[src/rtl/mem_arb_pkg.sv]
// mem_arb_pkg: shared types and constants for the two-master memory arbiter.
// Latency: n/a (types and constants only).
// Backpressure: n/a.
//
// Contents:
//   state_t           arbiter FSM states (IDLE, GNT_CPU, GNT_DBG, DONE)
//   owner_t           grant-owner encoding, also the last-grant register type
//   ERR_WORD_DEFAULT  read data returned on a timed-out transaction
//   WSTRB_FULL/NONE   strobe patterns for debug writes / reads
//   dbg_wstrb()       debug direction bit to slave strobe pattern

package mem_arb_pkg;

   typedef enum logic [1:0] {
      ST_IDLE    = 2'd0,
      ST_GNT_CPU = 2'd1,
      ST_GNT_DBG = 2'd2,
      ST_DONE    = 2'd3
   } state_t;

   typedef enum logic {
      OWN_CPU = 1'b0,
      OWN_DBG = 1'b1
   } owner_t;

   localparam logic [31:0] ERR_WORD_DEFAULT = 32'hDEADBEEF;

   localparam logic [3:0] WSTRB_FULL = 4'b1111;
   localparam logic [3:0] WSTRB_NONE = 4'b0000;

   // Debug unit only knows read (rw=1) or full-word write (rw=0).
   function automatic logic [3:0] dbg_wstrb(input logic rw);
      return rw ? WSTRB_NONE : WSTRB_FULL;
   endfunction

endpackage : mem_arb_pkg

[src/rtl/mem_arb_timer.sv]
// mem_arb_timer: per-transaction timeout counter for the memory arbiter.
// Latency: expire is combinational from the count and ready in the expiry cycle.
// Backpressure: none; counts while tick is high and ready is low, holds at the limit.
//
// Ports:
//   clk, n_reset  clock and asynchronous active-low reset
//   start         pulse on entry into a grant state; clears the count
//   tick          high in every cycle a grant is active
//   ready         slave completion; a ready cycle never expires
//   expire        high in the cycle the count reaches TIMEOUT_CYCLES-1 without ready
// TIMEOUT_CYCLES = 0 builds no counter and ties expire low.

module mem_arb_timer #(
   parameter int TIMEOUT_CYCLES = 255
) (
   input  logic clk,
   input  logic n_reset,
   input  logic start,
   input  logic tick,
   input  logic ready,
   output logic expire
);

   generate
      if (TIMEOUT_CYCLES == 0) begin : g_off
         // Inputs are intentionally ignored when the timeout is disabled.
         logic w_unused_inputs;
         assign w_unused_inputs = clk ^ n_reset ^ start ^ tick ^ ready;
         assign expire = 1'b0;
      end else begin : g_on
         localparam int CW = (TIMEOUT_CYCLES > 1) ? $clog2(TIMEOUT_CYCLES) : 1;
         localparam logic [CW-1:0] LAST = CW'(TIMEOUT_CYCLES - 1);

         logic [CW-1:0] r_count;

         // Count the cycles of the current grant that ended without ready.
         // Holding at LAST keeps the value meaningful if the FSM were ever
         // to linger; in practice expiry always leaves the grant state.
         always_ff @(posedge clk or negedge n_reset) begin
            if (!n_reset) begin
               r_count <= '0;
            end else if (start) begin
               r_count <= '0;
            end else if (tick && !ready && (r_count != LAST)) begin
               r_count <= r_count + 1'b1;
            end
         end

         // The expiry cycle is the TIMEOUT_CYCLES-th cycle of the grant,
         // so the owner sees its error response exactly that many cycles in.
         assign expire = tick && !ready && (r_count == LAST);
      end
   endgenerate

endmodule : mem_arb_timer

[src/rtl/mem_arbiter.sv]
// mem_arbiter: two-master (CPU, debug) arbiter in front of one single-port memory slave.
// Latency: request at edge E0 -> mem_valid after E0; completion is combinational from mem_ready.
// Backpressure: one transaction at a time; masters hold requests until their ready pulse.
//
// Optional feature macro: MEM_ARB_RR_EN
//   defined   -> round-robin on contention using a last-grant register
//   undefined -> fixed priority, debug beats CPU; no last-grant register
//
// Ports:
//   clk, n_reset                       clock, asynchronous active-low reset
//   cpu_mem_valid/instr/addr/wdata/wstrb  picorv32 native request (instr is informational)
//   cpu_mem_ready, cpu_mem_rdata       one-cycle completion and read data to the CPU
//   dbg_adr/wdata/rw/op                debug request (rw=1 read, rw=0 full-word write)
//   dbg_rdy, dbg_rdata                 one-cycle completion and read data to debug
//   mem_valid/addr/wdata/wstrb         request to the shared slave
//   mem_ready, mem_rdata               slave completion and read data
//   bus_err, err_addr, err_clr         sticky timeout flag, its address, synchronous clear

module mem_arbiter
   import mem_arb_pkg::*;
#(
   parameter int          TIMEOUT_CYCLES = 255,
   parameter logic [31:0] ERR_WORD       = ERR_WORD_DEFAULT
) (
   input  logic        clk,
   input  logic        n_reset,

   input  logic        cpu_mem_valid,
   input  logic        cpu_mem_instr,
   input  logic [31:0] cpu_mem_addr,
   input  logic [31:0] cpu_mem_wdata,
   input  logic [3:0]  cpu_mem_wstrb,
   output logic        cpu_mem_ready,
   output logic [31:0] cpu_mem_rdata,

   input  logic [31:0] dbg_adr,
   input  logic [31:0] dbg_wdata,
   input  logic        dbg_rw,
   input  logic        dbg_op,
   output logic        dbg_rdy,
   output logic [31:0] dbg_rdata,

   output logic        mem_valid,
   output logic [31:0] mem_addr,
   output logic [31:0] mem_wdata,
   output logic [3:0]  mem_wstrb,
   input  logic        mem_ready,
   input  logic [31:0] mem_rdata,

   output logic        bus_err,
   output logic [31:0] err_addr,
   input  logic        err_clr
);

   // ------------------------------------------------------------------
   // State
   // ------------------------------------------------------------------
   state_t      r_state;
   logic        r_mem_valid;
   logic        r_bus_err;
   logic [31:0] r_err_addr;

   logic        w_gnt_cpu;
   logic        w_gnt_dbg;
   logic        w_in_gnt;
   logic        w_any_req;
   logic        w_pick_dbg;
   logic        w_start;
   logic        w_expire;
   logic        w_finish;
   logic [31:0] w_rsp_data;

   // Instruction-fetch flag has no effect on arbitration.
   logic        w_unused_instr;
   assign w_unused_instr = cpu_mem_instr;

   assign w_gnt_cpu = (r_state == ST_GNT_CPU);
   assign w_gnt_dbg = (r_state == ST_GNT_DBG);
   assign w_in_gnt  = w_gnt_cpu || w_gnt_dbg;
   assign w_any_req = cpu_mem_valid || dbg_op;

   // ------------------------------------------------------------------
   // Arbitration
   // ------------------------------------------------------------------
`ifdef MEM_ARB_RR_EN
   owner_t r_last_gnt;

   // A lone requester always wins; on contention the master that was
   // not granted last goes first.
   assign w_pick_dbg = dbg_op && (!cpu_mem_valid || (r_last_gnt == OWN_CPU));

   always_ff @(posedge clk or negedge n_reset) begin
      if (!n_reset) begin
         r_last_gnt <= OWN_CPU;
      end else if (w_start) begin
         r_last_gnt <= w_pick_dbg ? OWN_DBG : OWN_CPU;
      end
   end
`else
   // Fixed priority: debug always beats the CPU.
   assign w_pick_dbg = dbg_op;
`endif

   // A grant starts only from IDLE; DONE gives the finished master one
   // cycle to drop its level request before it could be re-arbitrated.
   assign w_start = (r_state == ST_IDLE) && w_any_req;

   // ------------------------------------------------------------------
   // Timeout counter
   // ------------------------------------------------------------------
   mem_arb_timer #(
      .TIMEOUT_CYCLES (TIMEOUT_CYCLES)
   ) u_timer (
      .clk     (clk),
      .n_reset (n_reset),
      .start   (w_start),
      .tick    (w_in_gnt),
      .ready   (mem_ready),
      .expire  (w_expire)
   );

   // The timer never expires in a mem_ready cycle, so a late ready in the
   // expiry cycle is a normal completion.
   assign w_finish = w_in_gnt && (mem_ready || w_expire);

   // ------------------------------------------------------------------
   // FSM
   // ------------------------------------------------------------------
   always_ff @(posedge clk or negedge n_reset) begin
      if (!n_reset) begin
         r_state     <= ST_IDLE;
         r_mem_valid <= 1'b0;
      end else begin
         case (r_state)
            ST_IDLE: begin
               if (w_start) begin
                  r_state     <= w_pick_dbg ? ST_GNT_DBG : ST_GNT_CPU;
                  r_mem_valid <= 1'b1;
               end
            end
            ST_GNT_CPU, ST_GNT_DBG: begin
               // A master dropping its request here is ignored on purpose:
               // the slave already owns the transaction and must finish it.
               if (w_finish) begin
                  r_state     <= ST_DONE;
                  r_mem_valid <= 1'b0;
               end
            end
            ST_DONE: begin
               r_state     <= ST_IDLE;
               r_mem_valid <= 1'b0;
            end
            default: begin
               r_state     <= ST_IDLE;
               r_mem_valid <= 1'b0;
            end
         endcase
      end
   end

   assign mem_valid = r_mem_valid;

   // ------------------------------------------------------------------
   // Request mux toward the slave (zero outside a grant)
   // ------------------------------------------------------------------
   always_comb begin
      mem_addr  = '0;
      mem_wdata = '0;
      mem_wstrb = WSTRB_NONE;
      if (w_gnt_cpu) begin
         mem_addr  = cpu_mem_addr;
         mem_wdata = cpu_mem_wdata;
         mem_wstrb = cpu_mem_wstrb;
      end else if (w_gnt_dbg) begin
         mem_addr  = dbg_adr;
         mem_wdata = dbg_wdata;
         mem_wstrb = dbg_wstrb(dbg_rw);
      end
   end

   // ------------------------------------------------------------------
   // Response demux toward the masters
   // ------------------------------------------------------------------
   assign w_rsp_data = w_expire ? ERR_WORD : mem_rdata;

   always_comb begin
      cpu_mem_ready = 1'b0;
      cpu_mem_rdata = '0;
      dbg_rdy       = 1'b0;
      dbg_rdata     = '0;
      if (w_gnt_cpu) begin
         cpu_mem_ready = w_finish;
         cpu_mem_rdata = w_rsp_data;
      end else if (w_gnt_dbg) begin
         dbg_rdy   = w_finish;
         dbg_rdata = w_rsp_data;
      end
   end

   // ------------------------------------------------------------------
   // Sticky bus error
   // ------------------------------------------------------------------
   // A new timeout takes precedence over a clear arriving in the same cycle
   // so that no error is ever lost.
   always_ff @(posedge clk or negedge n_reset) begin
      if (!n_reset) begin
         r_bus_err  <= 1'b0;
         r_err_addr <= '0;
      end else if (w_expire) begin
         r_bus_err  <= 1'b1;
         r_err_addr <= mem_addr;
      end else if (err_clr) begin
         r_bus_err  <= 1'b0;
      end
   end

   assign bus_err  = r_bus_err;
   assign err_addr = r_err_addr;

endmodule : mem_arbiter

[config.mk]
export PLATFORM = sky130hd
export DESIGN_NAME = mem_arbiter
export DESIGN_NICKNAME = d
export VERILOG_FILES = /design/src/rtl/mem_arb_pkg.sv /design/src/rtl/mem_arb_timer.sv /design/src/rtl/mem_arbiter.sv
export SDC_FILE = /design/constraint.sdc
export NUM_CORES = 1
export LEC_CHECK = 0
export CAP_MARGIN = 20
export CELL_PAD_IN_SITES_DETAIL_PLACEMENT = 0
export CELL_PAD_IN_SITES_GLOBAL_PLACEMENT = 1
export CORE_UTILIZATION = 20
export DETAILED_ROUTE_END_ITERATION = 10
export PLACE_DENSITY = 0.93
export SKIP_CTS_REPAIR_TIMING = 1
export SLEW_MARGIN = 40
export SYNTH_ARGS = -nofsm -noshare
export SYNTH_HDL_FRONTEND = slang
export SYNTH_HIERARCHICAL = 1
export SYNTH_SLANG_ARGS = --single-unit
[constraint.sdc]
create_clock -name clk -period 5.1 [get_ports clk]
set_input_delay 0.765 -clock clk [delete_from_list [all_inputs] [get_ports clk]]
set_output_delay 0.765 -clock clk [all_outputs]
set_load 0.02 [all_outputs]
==> results of run 1 <==
-- per-layer routing --
layer  global-route usage  part of all wire  up-vias
met1                0.195              0.42     1893
met3               0.0438             0.084       15
li1                     -                 -     2138
met4               0.0460             0.015        0
met2                0.291              0.48      179
met5                    0                 0        -
-- final cells by class --
type	instances	area, µm²
clock buffers	6	139
well taps	216	270
flip-flops and latches	44	1100
inverters	6	22.5
fillers	1616	9020
clock inverters	2	38.8
multi-input cells	377	2020
repair buffers	346	3440
-- sequential cells by signal (all words and copies together), names as in the netlist --
name and cells:
err_addr 32, u_timer/g_on.r_count 8, r_state 2, bus_err 1, mem_valid 1
-- how the worst max path moves through the flow --
stage | slack (ps) | cells past startpoint | from | endpoint
final | 1250 | 8 | mem_ready | dbg_rdy
after global routing | 1050 | 8 | mem_ready | dbg_rdy
after CTS | 1200 | 8 | mem_ready | dbg_rdy
after detailed placement | 1210 | 8 | mem_ready | dbg_rdy
after global placement | 1250 | 8 | mem_ready | dbg_rdy
after floorplan | 2210 | 8 | mem_ready | cpu_mem_rdata[10]
-- placed cells by master (no fill, tap or decap), types with 5 or more instances in the layout --
master / Yosys / final
sky130_fd_sc_hd__nand2_1: 133 / 133
sky130_fd_sc_hd__mux2_2: 32 / 32
sky130_fd_sc_hd__clkbuf_16: 0 / 5
sky130_fd_sc_hd__o21ai_0: 71 / 71
sky130_fd_sc_hd__nor2_1: 82 / 82
sky130_fd_sc_hd__dfrtp_1: 44 / 44
sky130_fd_sc_hd__inv_1: 5 / 5
sky130_fd_sc_hd__buf_4: 6 / 8
sky130_fd_sc_hd__clkdlybuf4s50_1: 0 / 337
sky130_fd_sc_hd__and2_1: 17 / 17
-- where the power goes --
part / switching, mW / total (mW) / leakage [nW] / internal [mW]
registers: 0.0257 / 0.398 / 0.607 / 0.372
clock network: 0.160 / 0.407 / 0.0871 / 0.246
logic: 1.35 / 2.38 / 2.14 / 1.02
-- cell families after synthesis --
logic type / after synthesis / share of synthesized area
simple gates: 250 / 0.318
compound gates: 83 / 0.135
flops: 44 / 0.330
buf+inv: 40 / 0.0680
mux: 36 / 0.122
fa+ha+maj: 5 / 0.0188
xor+xnor: 3 / 0.00789
-- worst max-delay path: cells and delay by family --
kind                   cells  cell delay [ps]
AOI/OAI and AO/OA          1              190
and+or+nand+nor            4              680
buffers and inverters      3             1450
-- through the flow --
stage | utilization | hold slack, ps | worst slack, ps | std cells | total power, mW
floorplan | - | 469 | 2210 | 461 | 1.68
global placement | 0.427 | 489 | 1250 | 989 | 2.79
detailed placement | 0.427 | 495 | 1210 | 989 | 2.79
CTS | 0.438 | 510 | 1200 | 997 | 3.23
global route | 0.438 | 524 | 1050 | 997 | 3.40
finish | 0.438 | 507 | 1250 | 997 | 3.18
==> key figures, run 1 <==
Detailed routing
  • Antenna-violating nets left: 0
  • Detailed Route WL: 15.2 mm
  • Vias: 4225
  • Average routed wire per standard cell: 15.3 µm
  • Initial DRT Pass Iterations: 4
  • # DRC: 0
  • Iteration-0 DRC count of the detailed router: 211
  • Via/cell ratio: 4.24

Clocking
  • Clock Sink Count: 44
  • Number of H-tree branching levels: 2
  • Number of buffers inserted during clock tree synthesis: 5
  • Clock Path Buffers: 2
  • Clock root buffer master: sky130_fd_sc_hd__clkbuf_16
  • CTS tree: built
  • Clock latency of the later-clocked register in the worst-skew pair: 300 ps
  • Clock transition at the register clock pins on the worst setup and hold paths after CTS: 60 ps

STA
  • Final setup skew: 13.5 ps
  • Crit share post-route: 0.755
  • Tmin final: 3850 ps
  • Setup repair after global routing missed its margin: no
  • Total count of max-transition violations in the final report: 0
  • Number of endpoints failing setup at the final stage: 0
  • Number of hold violations in the final report: 0
  • Post-Route Setup TNS: 0 ps
  • Peak Freq: 0.260 GHz
  • Worst slew margin relative to its limit: 0.578
  • Actual transition at the worst max-transition pin: 633 ps

Worst setup path
  • R2R Path End: r_state[1]
  • CP max-delay cell: sky130_fd_sc_hd__clkdlybuf4s50_1
  • CP peak stage delay: 640 ps
  • CP Data Arrival Time: 3090 ps
  • Sequence of cells on the critical path: clkdlybuf4s50_1 > and2b_1 > nand2_1 > nor3_2 > buf_4 > o21ai_0 > nor2_1 > clkdlybuf4s50_1
  • Required time of the worst setup path: 4340 ps
  • Register-to-register setup slack: 2720 ps
  • Worst setup EP type: output port
  • Launch point of the worst reg-to-reg path: r_state[0]
  • CP Launch Type: input pin
  • Class of the most critical setup path: in2out
  • Most common cell type on the critical path: sky130_fd_sc_hd__clkdlybuf4s50_1
  • Worst-case reg-to-reg path depth: 9
  • CP max FO: 32

Pwr
  • Power density normalized to cell area: 452 mW/mm²
  • Static leakage power: 2.83 nW
  • Worst-case vdd ir drop: 225 µV

Logic synthesis
  • Synthesized area: 0.00333 mm²
  • Sequential area share after synthesis: 0.330
  • Fraction of synthesized cell area taken by the top area cell type: 0.330
  • Synth Register Bits: 44
  • Instance count of the mapped netlist: 461
  • Mapped Avg Cell Area: 7.23 µm²
  • Number of flops mapped to enable cells by yosys: 0
  • YS warnings: 6
  • Area contributors post-synth: sky130_fd_sc_hd__dfrtp_1, sky130_fd_sc_hd__nand2_1, sky130_fd_sc_hd__mux2_2, sky130_fd_sc_hd__o21ai_0, sky130_fd_sc_hd__nor2_1
  • Post-Syn Nets: 638
  • Area leader, netlist: sky130_fd_sc_hd__dfrtp_1
  • Most common flop cell mapped by yosys: sky130_fd_sc_hd__dfrtp_1
  • Most common cell in the netlist: sky130_fd_sc_hd__nand2_1
  • Asr flop ratio synth: 1.00
  • Leading post-synthesis cells by instance count: sky130_fd_sc_hd__nand2_1, sky130_fd_sc_hd__nor2_1, sky130_fd_sc_hd__o21ai_0
  • Number of distinct library cell variants in the gate-level netlist after synthesis: 40

Layout
  • Share of post-route cells with drive strength above 1: 0.0755
  • Inserted Diodes: 0
  • Final Cell Area: 0.00703 mm²
  • Nets: 957
  • Relative area change from synthesis to final layout: 111%

Floorplan
  • Number of cell rows: 46
  • Standard cell core area: 0.0161 mm²
  • Area enclosed by the die boundary: 0.0172 mm²
  • I/O pin count: 340
  • Die outline width: 131 µm
  • Starting density of the core: 0.207
  • Height of the die: 131 µm

Run
  • Max-cap violations: 0

Hold path
  • Hold path depth: 1
  • Worst Hold Class: reg2reg
  • Hold Startpoint: err_addr[29]
  • Endpoint, Worst Hold: err_addr[29]

Placed design
  • DPL Wire Length: 11.5 mm
  • Count of buffers from port buffering: 338
  • Final weighted congestion in routability-driven placement: 0.784
  • Post-detailed-placement cell area: 0.00686 mm²

Global route
  • Via count of the first global-routing pass: 3901
  • Maximum number of pins on one net before global-route repair: 65
  • First-pass GRT wire length: 21.2 mm
  • Gr usage total: 0.165
  • Antenna violations before repair: 0
  • Global-route congestion overflow total: 0

Run status
  • Result of the run: finished clean
No activity file was read; power rests on OpenSTA's default activity.
==> run 2: changes to the inputs <==
--- a/config.mk
+++ b/config.mk
@@ -8,9 +8,10 @@
 export CAP_MARGIN = 20
 export CELL_PAD_IN_SITES_DETAIL_PLACEMENT = 0
 export CELL_PAD_IN_SITES_GLOBAL_PLACEMENT = 1
-export CORE_UTILIZATION = 20
+export CORE_ASPECT_RATIO = 1.5
+export CORE_UTILIZATION = 17
 export DETAILED_ROUTE_END_ITERATION = 10
-export PLACE_DENSITY = 0.93
+export PLACE_DENSITY = 0.84
 export SKIP_CTS_REPAIR_TIMING = 1
 export SLEW_MARGIN = 40
 export SYNTH_ARGS = -nofsm -noshare
==> constraint.sdc (replaced) <==
create_clock -name clk -period 3.3 [get_ports clk]
set_input_delay 0.495 -clock clk [delete_from_list [all_inputs] [get_ports clk]]
set_output_delay 0.495 -clock clk [all_outputs]
set_load 0.02 [all_outputs]
==> key figures, run 2 (synthesis gave the netlist of run 1 again) <==
Global route
  • Global-route congestion overflow total: 0
  • Antenna violations before repair: 0
  • Gr usage total: 0.136
  • Maximum number of pins on one net before global-route repair: 69
  • Via count of the first global-routing pass: 4067
  • First-pass GRT wire length: 21.3 mm

STA
  • Crit share post-route: 0.958
  • Total count of max-transition violations in the final report: 0
  • Actual transition at the worst max-transition pin: 704 ps
  • Tmin final: 3160 ps
  • Final setup skew: 11.9 ps
  • Worst slew margin relative to its limit: 0.531
  • Number of endpoints failing setup at the final stage: 0
  • Post-Route Setup TNS: 0 ps
  • Number of hold violations in the final report: 0
  • Peak Freq: 0.316 GHz
  • Setup repair after global routing missed its margin: yes

Clocking
  • Clock latency of the later-clocked register in the worst-skew pair: 290 ps
  • CTS tree: built
  • Clock Path Buffers: 2
  • Clock Sink Count: 44
  • Number of H-tree branching levels: 2
  • Clock root buffer master: sky130_fd_sc_hd__clkbuf_16
  • Clock transition at the register clock pins on the worst setup and hold paths after CTS: 70 ps
  • Number of buffers inserted during clock tree synthesis: 5

Layout
  • Relative area change from synthesis to final layout: 118%
  • Most frequent standard cell in the layout excluding fill and tap cells: sky130_fd_sc_hd__clkdlybuf4s50_1
  • Most frequent cells in the layout: sky130_fd_sc_hd__clkdlybuf4s50_1, sky130_fd_sc_hd__nand2_1, sky130_fd_sc_hd__nor2_1, sky130_fd_sc_hd__o21ai_0, sky130_fd_sc_hd__dlymetal6s2s_1
  • Max FFs per register: 32
  • Nets: 960
  • Inserted Diodes: 0
  • Share of post-route cells with drive strength above 1: 0.0804
  • Final Cell Area: 0.00728 mm²
  • Final instance count without filler cells: 1040

Pwr
  • Static leakage power: 3.79 nW
  • Worst-case vdd ir drop: 374 µV
  • Power density normalized to cell area: 655 mW/mm²
  • Total power after layout: 4.77 mW

Placed design
  • DPL Wire Length: 11.3 mm
  • Count of buffers from port buffering: 338
  • Placed instance count: 1032
  • Post-detailed-placement cell area: 0.00698 mm²
  • Final weighted congestion in routability-driven placement: 0.784

Run status
  • Result of the run: finished clean

Detailed routing
  • Iteration-0 DRC count of the detailed router: 135
  • Via/cell ratio: 4.12
  • Average routed wire per standard cell: 14.1 µm
  • Vias: 4281
  • Initial DRT Pass Iterations: 6
  • Antenna-violating nets left: 0
  • # DRC: 0
  • Detailed Route WL: 14.6 mm

Floorplan
  • Height of the die: 173 µm
  • Standard cell core area: 0.0192 mm²
  • Starting density of the core: 0.174
  • Die outline width: 116 µm
  • Number of cell rows: 62
  • Area enclosed by the die boundary: 0.0202 mm²
  • I/O pin count: 340

Run
  • Max-cap violations: 0

Worst setup path
  • Worst-case reg-to-reg path depth: 10
  • Class of the most critical setup path: reg2out
  • R2R Path End: r_state[1]
  • CP max FO: 8
  • CP Launch Type: register
  • Launch point of the worst reg-to-reg path: r_state[0]
  • Register-to-register setup slack: 720 ps
  • Worst setup EP type: output port
  • Required time of the worst setup path: 2800 ps
  • CP Data Arrival Time: 2670 ps

Hold path
  • Worst Hold Class: in2async
-- run 2: cell count changes in the layout (fill, tap and decap cells not counted), sizes merged --
| cell | previous run | this run |
|---|---|---|
| clkinvlp | 0 | 1 |
| dlymetal6s2s | 0 | 57 |
| buf | 9 | 12 |
| bufinv | 1 | 0 |
| clkdlybuf4s50 | 337 | 280 |
-- run 2: worst max-delay path, stage by stage, from the launching register on --
cell and delay [ps]:
sky130_fd_sc_hd__dfrtp_1 390, sky130_fd_sc_hd__inv_1 100, sky130_fd_sc_hd__ha_1 380, sky130_fd_sc_hd__and2b_2 260
sky130_fd_sc_hd__nand2_1 90, sky130_fd_sc_hd__nor3_2 40, sky130_fd_sc_hd__buf_4 150, sky130_fd_sc_hd__nor2_1 90
sky130_fd_sc_hd__buf_4 150, sky130_fd_sc_hd__and2_1 120, sky130_fd_sc_hd__clkdlybuf4s50_1 590
-- run 2: where the power goes --
part           switching (mW)  leakage, nW  total [mW]  internal [mW]
Sequential             0.0377        0.607       0.613          0.575
Clock                   0.234       0.0671       0.517          0.283
Combinational            2.03         3.12        3.64           1.61
Total                    2.30         3.79        4.77           2.46
-- run 2: metrics by stage --
stage / utilization / hold WS (ps) / setup slack, ps
2_1_floorplan: - / 199 / 778
3_3_place_gp: 0.364 / 468 / 158
3_5_place_dp: 0.364 / 478 / 120
4_1_cts: 0.372 / 277 / -55.4
5_1_grt: 0.380 / 293 / -9.13
6_report: 0.380 / 245 / 139
-- run 2: final cells by class --
cell class / instances / area, µm²
fill: 2000 / 11900
clock buffer: 6 / 129
inverter: 6 / 22.5
multi-input combinational: 377 / 2030
clock inverter: 2 / 16.3
sequential: 44 / 1100
tap: 256 / 320
timing repair buffer: 349 / 3650
-- run 2: per-layer routing --
metal | vias up | GRT usage | share of wire
met5 | - | 0 | 0
met4 | 0 | 0.0411 | 0.018
met3 | 17 | 0.0304 | 0.079
met2 | 197 | 0.253 | 0.52
met1 | 1925 | 0.150 | 0.39
li1 | 2142 | - | -
-- run 2: how the worst max path moves through the flow --
stage	startpoint	end	slack, ps	cells past startpoint
after detailed placement	mem_ready	dbg_rdata[29]	120	8
after CTS	r_state[0]	dbg_rdata[29]	-60	9
after floorplan	r_state[0]	cpu_mem_rdata[10]	780	10
after global routing	r_state[0]	cpu_mem_rdata[8]	-9	10
final	r_state[0]	cpu_mem_rdata[8]	140	10
after global placement	mem_ready	dbg_rdata[29]	160	8
